==> src/rtl/shift_reg_pkg.sv <==
// rtl/shift_reg_pkg.sv - mode codes and FSM states for the universal shift register
// Purpose: shared definitions for shift_reg_step and shift_reg_univ.
// Contents: 3-bit mode encodings, burst FSM state enum, shift-mode classifier.
package shift_reg_pkg;

  localparam logic [2:0] M_HOLD = 3'b000;
  localparam logic [2:0] M_SHL  = 3'b001;
  localparam logic [2:0] M_SHR  = 3'b010;
  localparam logic [2:0] M_SAR  = 3'b011;
  localparam logic [2:0] M_ROL  = 3'b100;
  localparam logic [2:0] M_ROR  = 3'b101;
  localparam logic [2:0] M_LOAD = 3'b110;
  localparam logic [2:0] M_RSVD = 3'b111;

  typedef enum logic [1:0] {
    IDLE = 2'd0,
    RUN  = 2'd1,
    DONE = 2'd2
  } state_t;

  // True for the modes that actually move bits; only these spend RUN cycles in a burst.
  function automatic logic is_shift(input logic [2:0] m);
    return (m != M_HOLD) && (m != M_LOAD) && (m != M_RSVD);
  endfunction

endpackage

==> src/rtl/shift_reg_step.sv <==
// rtl/shift_reg_step.sv - combinational one-step next value of the shift register
// Purpose: computes q_next from q for a single hold/shift/rotate/load step.
// Ports:
//   q       in  WIDTH  current register contents
//   mode    in  3      operation select (shift_reg_pkg mode codes)
//   s_in_l  in  1      serial bit entering bit 0 on SHL
//   s_in_r  in  1      serial bit entering bit WIDTH-1 on SHR
//   p_in    in  WIDTH  parallel load data
//   q_next  out WIDTH  contents after one step
import shift_reg_pkg::*;

module shift_reg_step #(
  parameter int WIDTH = 8
) (
  input  logic [WIDTH-1:0] q,
  input  logic [2:0]       mode,
  input  logic             s_in_l,
  input  logic             s_in_r,
  input  logic [WIDTH-1:0] p_in,
  output logic [WIDTH-1:0] q_next
);

  always_comb begin
    q_next = q;
    case (mode)
      M_SHL:   q_next = {q[WIDTH-2:0], s_in_l};
      M_SHR:   q_next = {s_in_r, q[WIDTH-1:1]};
      M_SAR:   q_next = {q[WIDTH-1], q[WIDTH-1:1]};
      M_ROL:   q_next = {q[WIDTH-2:0], q[WIDTH-1]};
      M_ROR:   q_next = {q[0], q[WIDTH-1:1]};
      M_LOAD:  q_next = p_in;
      default: q_next = q;
    endcase
  end

endmodule

==> src/rtl/shift_reg_univ.sv <==
// rtl/shift_reg_univ.sv - universal shift register with autonomous burst mode
// Purpose: per-cycle hold/load/shift/rotate register plus a burst engine that
//          applies a latched shift mode shamt times, then pulses done.
// Ports:
//   clk      in  1      rising-edge clock
//   rst      in  1      asynchronous active-high reset
//   en       in  1      step enable for per-cycle modes
//   mode     in  3      operation select
//   s_in_l   in  1      serial input for SHL
//   s_in_r   in  1      serial input for SHR
//   p_in     in  WIDTH  parallel load data
//   start    in  1      burst request, sampled only in IDLE
//   shamt    in  CNT_W  burst shift count (values above WIDTH clamp to WIDTH)
//   Q        out WIDTH  register contents
//   s_out_l  out 1      Q[WIDTH-1]
//   s_out_r  out 1      Q[0]
//   busy     out 1      burst in progress (registered)
//   done     out 1      one-cycle burst-finished pulse (registered)
import shift_reg_pkg::*;

module shift_reg_univ #(
  parameter int WIDTH = 8,
  parameter int CNT_W = $clog2(WIDTH + 1)
) (
  input  logic             clk,
  input  logic             rst,
  input  logic             en,
  input  logic [2:0]       mode,
  input  logic             s_in_l,
  input  logic             s_in_r,
  input  logic [WIDTH-1:0] p_in,
  input  logic             start,
  input  logic [CNT_W-1:0] shamt,
  output logic [WIDTH-1:0] Q,
  output logic             s_out_l,
  output logic             s_out_r,
  output logic             busy,
  output logic             done
);

  state_t           state, state_n;
  logic [CNT_W-1:0] cnt, cnt_n;
  logic [2:0]       burst_mode, burst_mode_n;
  logic [WIDTH-1:0] q_n, q_step;
  logic [2:0]       step_mode;
  logic [CNT_W-1:0] shamt_c;

  assign shamt_c = (shamt > CNT_W'(WIDTH)) ? CNT_W'(WIDTH) : shamt;

  // The step unit is shared: the latched burst mode drives it while running,
  // the live mode input otherwise.
  assign step_mode = (state == RUN) ? burst_mode : mode;

  shift_reg_step #(.WIDTH(WIDTH)) u_step (
    .q      (Q),
    .mode   (step_mode),
    .s_in_l (s_in_l),
    .s_in_r (s_in_r),
    .p_in   (p_in),
    .q_next (q_step)
  );

  always_comb begin
    state_n      = state;
    cnt_n        = cnt;
    burst_mode_n = burst_mode;
    q_n          = Q;
    case (state)
      IDLE: begin
        if (start) begin
          burst_mode_n = mode;
          cnt_n        = shamt_c;
          // Non-moving modes or a zero count skip straight to the done pulse.
          state_n      = (is_shift(mode) && (shamt_c != '0)) ? RUN : DONE;
        end else if (en) begin
          q_n = q_step;
        end
      end
      RUN: begin
        q_n   = q_step;
        cnt_n = cnt - CNT_W'(1);
        if (cnt == CNT_W'(1)) state_n = DONE;
      end
      DONE: begin
        cnt_n   = '0;
        state_n = IDLE;
      end
      default: state_n = IDLE;
    endcase
  end

  always_ff @(posedge clk or posedge rst) begin
    if (rst) begin
      state      <= IDLE;
      cnt        <= '0;
      burst_mode <= M_HOLD;
      Q          <= '0;
      busy       <= 1'b0;
      done       <= 1'b0;
    end else begin
      state      <= state_n;
      cnt        <= cnt_n;
      burst_mode <= burst_mode_n;
      Q          <= q_n;
      busy       <= (state_n == RUN);
      done       <= (state_n == DONE);
    end
  end

  assign s_out_l = Q[WIDTH-1];
  assign s_out_r = Q[0];

endmodule
==> config.mk <==
export PLATFORM = sky130hd
export DESIGN_NAME = shift_reg_univ
export DESIGN_NICKNAME = d
export VERILOG_FILES = /design/src/rtl/shift_reg_pkg.sv /design/src/rtl/shift_reg_step.sv /design/src/rtl/shift_reg_univ.sv
export SDC_FILE = /design/constraint.sdc
export NUM_CORES = 1
export LEC_CHECK = 0
export ABC_AREA = 1
export CAP_MARGIN = 40
export CORE_MARGIN = 8
export CORE_UTILIZATION = 48
export DETAILED_ROUTE_END_ITERATION = 12
export PLACE_DENSITY = 0.8
export SETUP_SLACK_MARGIN = 0.2
export SYNTH_ARGS = -nofsm -noshare
export SYNTH_HDL_FRONTEND = slang
export SYNTH_SLANG_ARGS = --single-unit
export TNS_END_PERCENT = 1
==> constraint.sdc <==
create_clock -name clk -period 1.8 [get_ports clk]
set_input_delay 0.36 -clock clk [delete_from_list [all_inputs] [get_ports clk]]
set_output_delay 0.36 -clock clk [all_outputs]
set_load 0.01 [all_outputs]
==> summary.txt <==
pin count of the biggest net entering global routing - 20
Slew Viols, Final - 0
critical path endpoint category - flip-flop
Final GP Congestion - 0.924
register area share after synthesis - 36.9%
cell area after layout - 1870 sq um
Clock Power Share - 8.6%
Die Ht - 67.8 um
Syn Inst Count - 197
setup violators final - 0
area delta synth->final - 44.7%
Worst Max-Slew Pin Slew - 0.336 ns
post-synthesis async set-or-reset flop share - 100%
worst-skew pair later-pin latency - 0.30 ns
number of global-route vias before repair - 1239
CP Cell Sequence - buf_4, inv_1, ha_4, nand3_1, o21ai_0, buf_4, nand3_4, buf_4, nand2_1, nand2_1
most common cell after layout, fill and taps aside - nand2_1
nets - 272
Final Hold Fails - 0
VDD IR max - 911 uV
reg2reg start - state[0]
worst path required time - 2.01 ns
register bit total from synthesis - 19
register-to-register setup slack - 0.12 ns
via count - 1403
total core area - 2660 sq um
DR WL/cell - 13.0 um
Max Cap Viol - 0
H-Tree Depth - 1
Syn Nets - 222
first-pass GRT wire length - 5280 um
hold_ws - 0.366 ns
crit path launch type - flip-flop
Die Area - 4600 sq um
top_reg_cell synth - dfrtp_1
Min Clock Period, post-route - 1.68 ns
switching part of the total power - 46.0%
Pint - 1.42 mW
Comb power frac - 62.6%
Slew HR - 77.4%
placed inst area - 1690 sq um
layout cells sized above 1 - 18.7%
remaining antenna violation count - 0
Static Leak - 0.969 nW
final WL - 3600 um
commonest non-fill, non-tap cells in the layout - nand2_1 (75), clkdlybuf4s50_1 (31), inv_1 (24), dfrtp_1 (17), nand3_1 (17)
Synth Warn # - 0
sequential share of power - 28.7%
Multi-input gate area - 772 sq um
reg2reg path depth - 10
Hold Path Class - in2async
RSZ-0062 raised after global routing - true
Starting Density - 48.4%
CTS tree - yes
initial DRC count - 90
CTS sink cnt - 19
total gr overflow - 0
initial antenna violation count - 0
Die X - 67.8 um
Period Utilization, post-route - 93.6%
Reg2Reg Capture Point - Q[2]
fmax - 0.594 GHz
Max Buffers Root-to-Sink - 2
Power Density - 1410 nW/um^2
vias per cell - 5.06
clk_skew - 0.0111 ns
critical path class - reg2reg
Total GRT Usage - 14.5%
crit-path max FO - 7
NetSw - 1.21 mW
Root Buffer - clkbuf_4
CTS Hold Bufs - 0
row count - 19
first-pass iteration count of the detailed router - 4
Fillers - 235
Buffers on Ports - 32
most frequent CP cell - buf_4
Antenna Cells - 0
# IOs - 33
Yosys cell types - 22
Residual DRC - 0
clock slew at reported path FFs - 0.13 ns
Register Area - 478 sq um
Post-Synthesis Cell Area - 1290 sq um
syn_area_per_cell - 6.55 sq um
EDFF count, synth - 0
outcome - completed
cts bufs inserted - 3
dpl hpwl - 2510 um
Critical Path AT - 1.89 ns
CP max-delay cell - dfrtp_1
crit-path max cell delay - 0.45 ns
stage by stage:
stage | utilization (%) | setup slack, ns | cells | power, mW | setup TNS [ns]
3_3_place_gp | 63.3 | -0.0385 | 265 | 2.07 | -0.0911
3_5_place_dp | 63.3 | -0.0569 | 265 | 2.09 | -0.233
4_1_cts | 66.0 | 0.103 | 270 | 2.40 | 0
2_1_floorplan | - | 0.224 | 197 | 1.60 | 0
5_1_grt | 70.1 | 0.0504 | 277 | 2.85 | 0
6_report | 70.1 | 0.116 | 277 | 2.63 | 0
routing by layer:
layer / global-route usage (%) / wire [um]
met5: 0 / 0
met4: 5.12 / 23
met3: 3.27 / 206
met2: 23.3 / 1720
met1: 18.7 / 1660
sequential cells by signal, summed over array words and instances, names as in the netlist:
signal	flops
busy	1
state	2
burst_mode	3
cnt	4
Q	8
done	1
final cells by class:
class                      count  share of cell area [%]
sequential                    19                    25.6
inverter                      30                    6.17
timing repair buffer          47                    23.3
clock buffer                   3                    1.21
clock inverter                 1                   0.268
multi-input combinational    146                    41.4
tap                           31                    2.08
what timing repair did:
action,CTS,global route
gates resized for setup,7,20
pin swaps,1,5
buffers inserted,1,7
endpoints found under the setup margin,22,25
worst max path at each step:
stage	from	to
2_1_floorplan	state[1]	Q[7]
3_3_place_gp	mode[2]	Q[2]
3_5_place_dp	mode[2]	Q[2]
4_1_cts	Q[7]	Q[7]
5_1_grt	state[0]	Q[1]
6_report	state[0]	Q[2]
synth_stat cells (2+ instances only):
cell | n | share of area (%)
a21oi_1 | 4 | 1.6
a31oi_1 | 2 | 0.97
buf_4 | 2 | 1.2
dfrtp_1 | 19 | 37
ha_1 | 4 | 3.9
inv_1 | 28 | 8.1
inv_2 | 2 | 0.58
nand2_1 | 82 | 24
nand2_2 | 2 | 0.97
nand3_1 | 18 | 7.0
nand3_2 | 2 | 1.6
nand4_1 | 3 | 1.5
nor2_1 | 11 | 3.2
o21ai_0 | 10 | 3.9
cells by family (layout without fill, tap and decap cells):
| kind of cell | count (synthesis) | in the layout | share of synthesized area (%) |
|---|---|---|---|
| buffers and inverters | 32 | 81 | 9.89 |
| AO/OA/AOI/OAI | 20 | 20 | 8.63 |
| AND/OR/NAND/NOR | 122 | 122 | 40.7 |
| adder cells (fa/ha/maj) | 4 | 4 | 3.88 |
| flip-flops | 19 | 19 | 36.9 |
power by group through the flow:
stage	sequential [mW]	combinational [mW]	clock, mW
floorplan	0.749	0.853	0
global placement	0.746	1.32	0
detailed placement	0.750	1.34	0
CTS	0.748	1.42	0.234
global route	0.779	1.82	0.259
finish	0.755	1.64	0.227
critical path: cells and delay by family (launching register included):
family,cells,cell delay (ns)
buffers and inverters,4,0.56
flip-flops,1,0.45
AND/OR/NAND/NOR,4,0.29
adder cells (fa/ha/maj),1,0.19
AO/OA/AOI/OAI,1,0.08
Note: power is estimated with default switching activity, not from simulation.
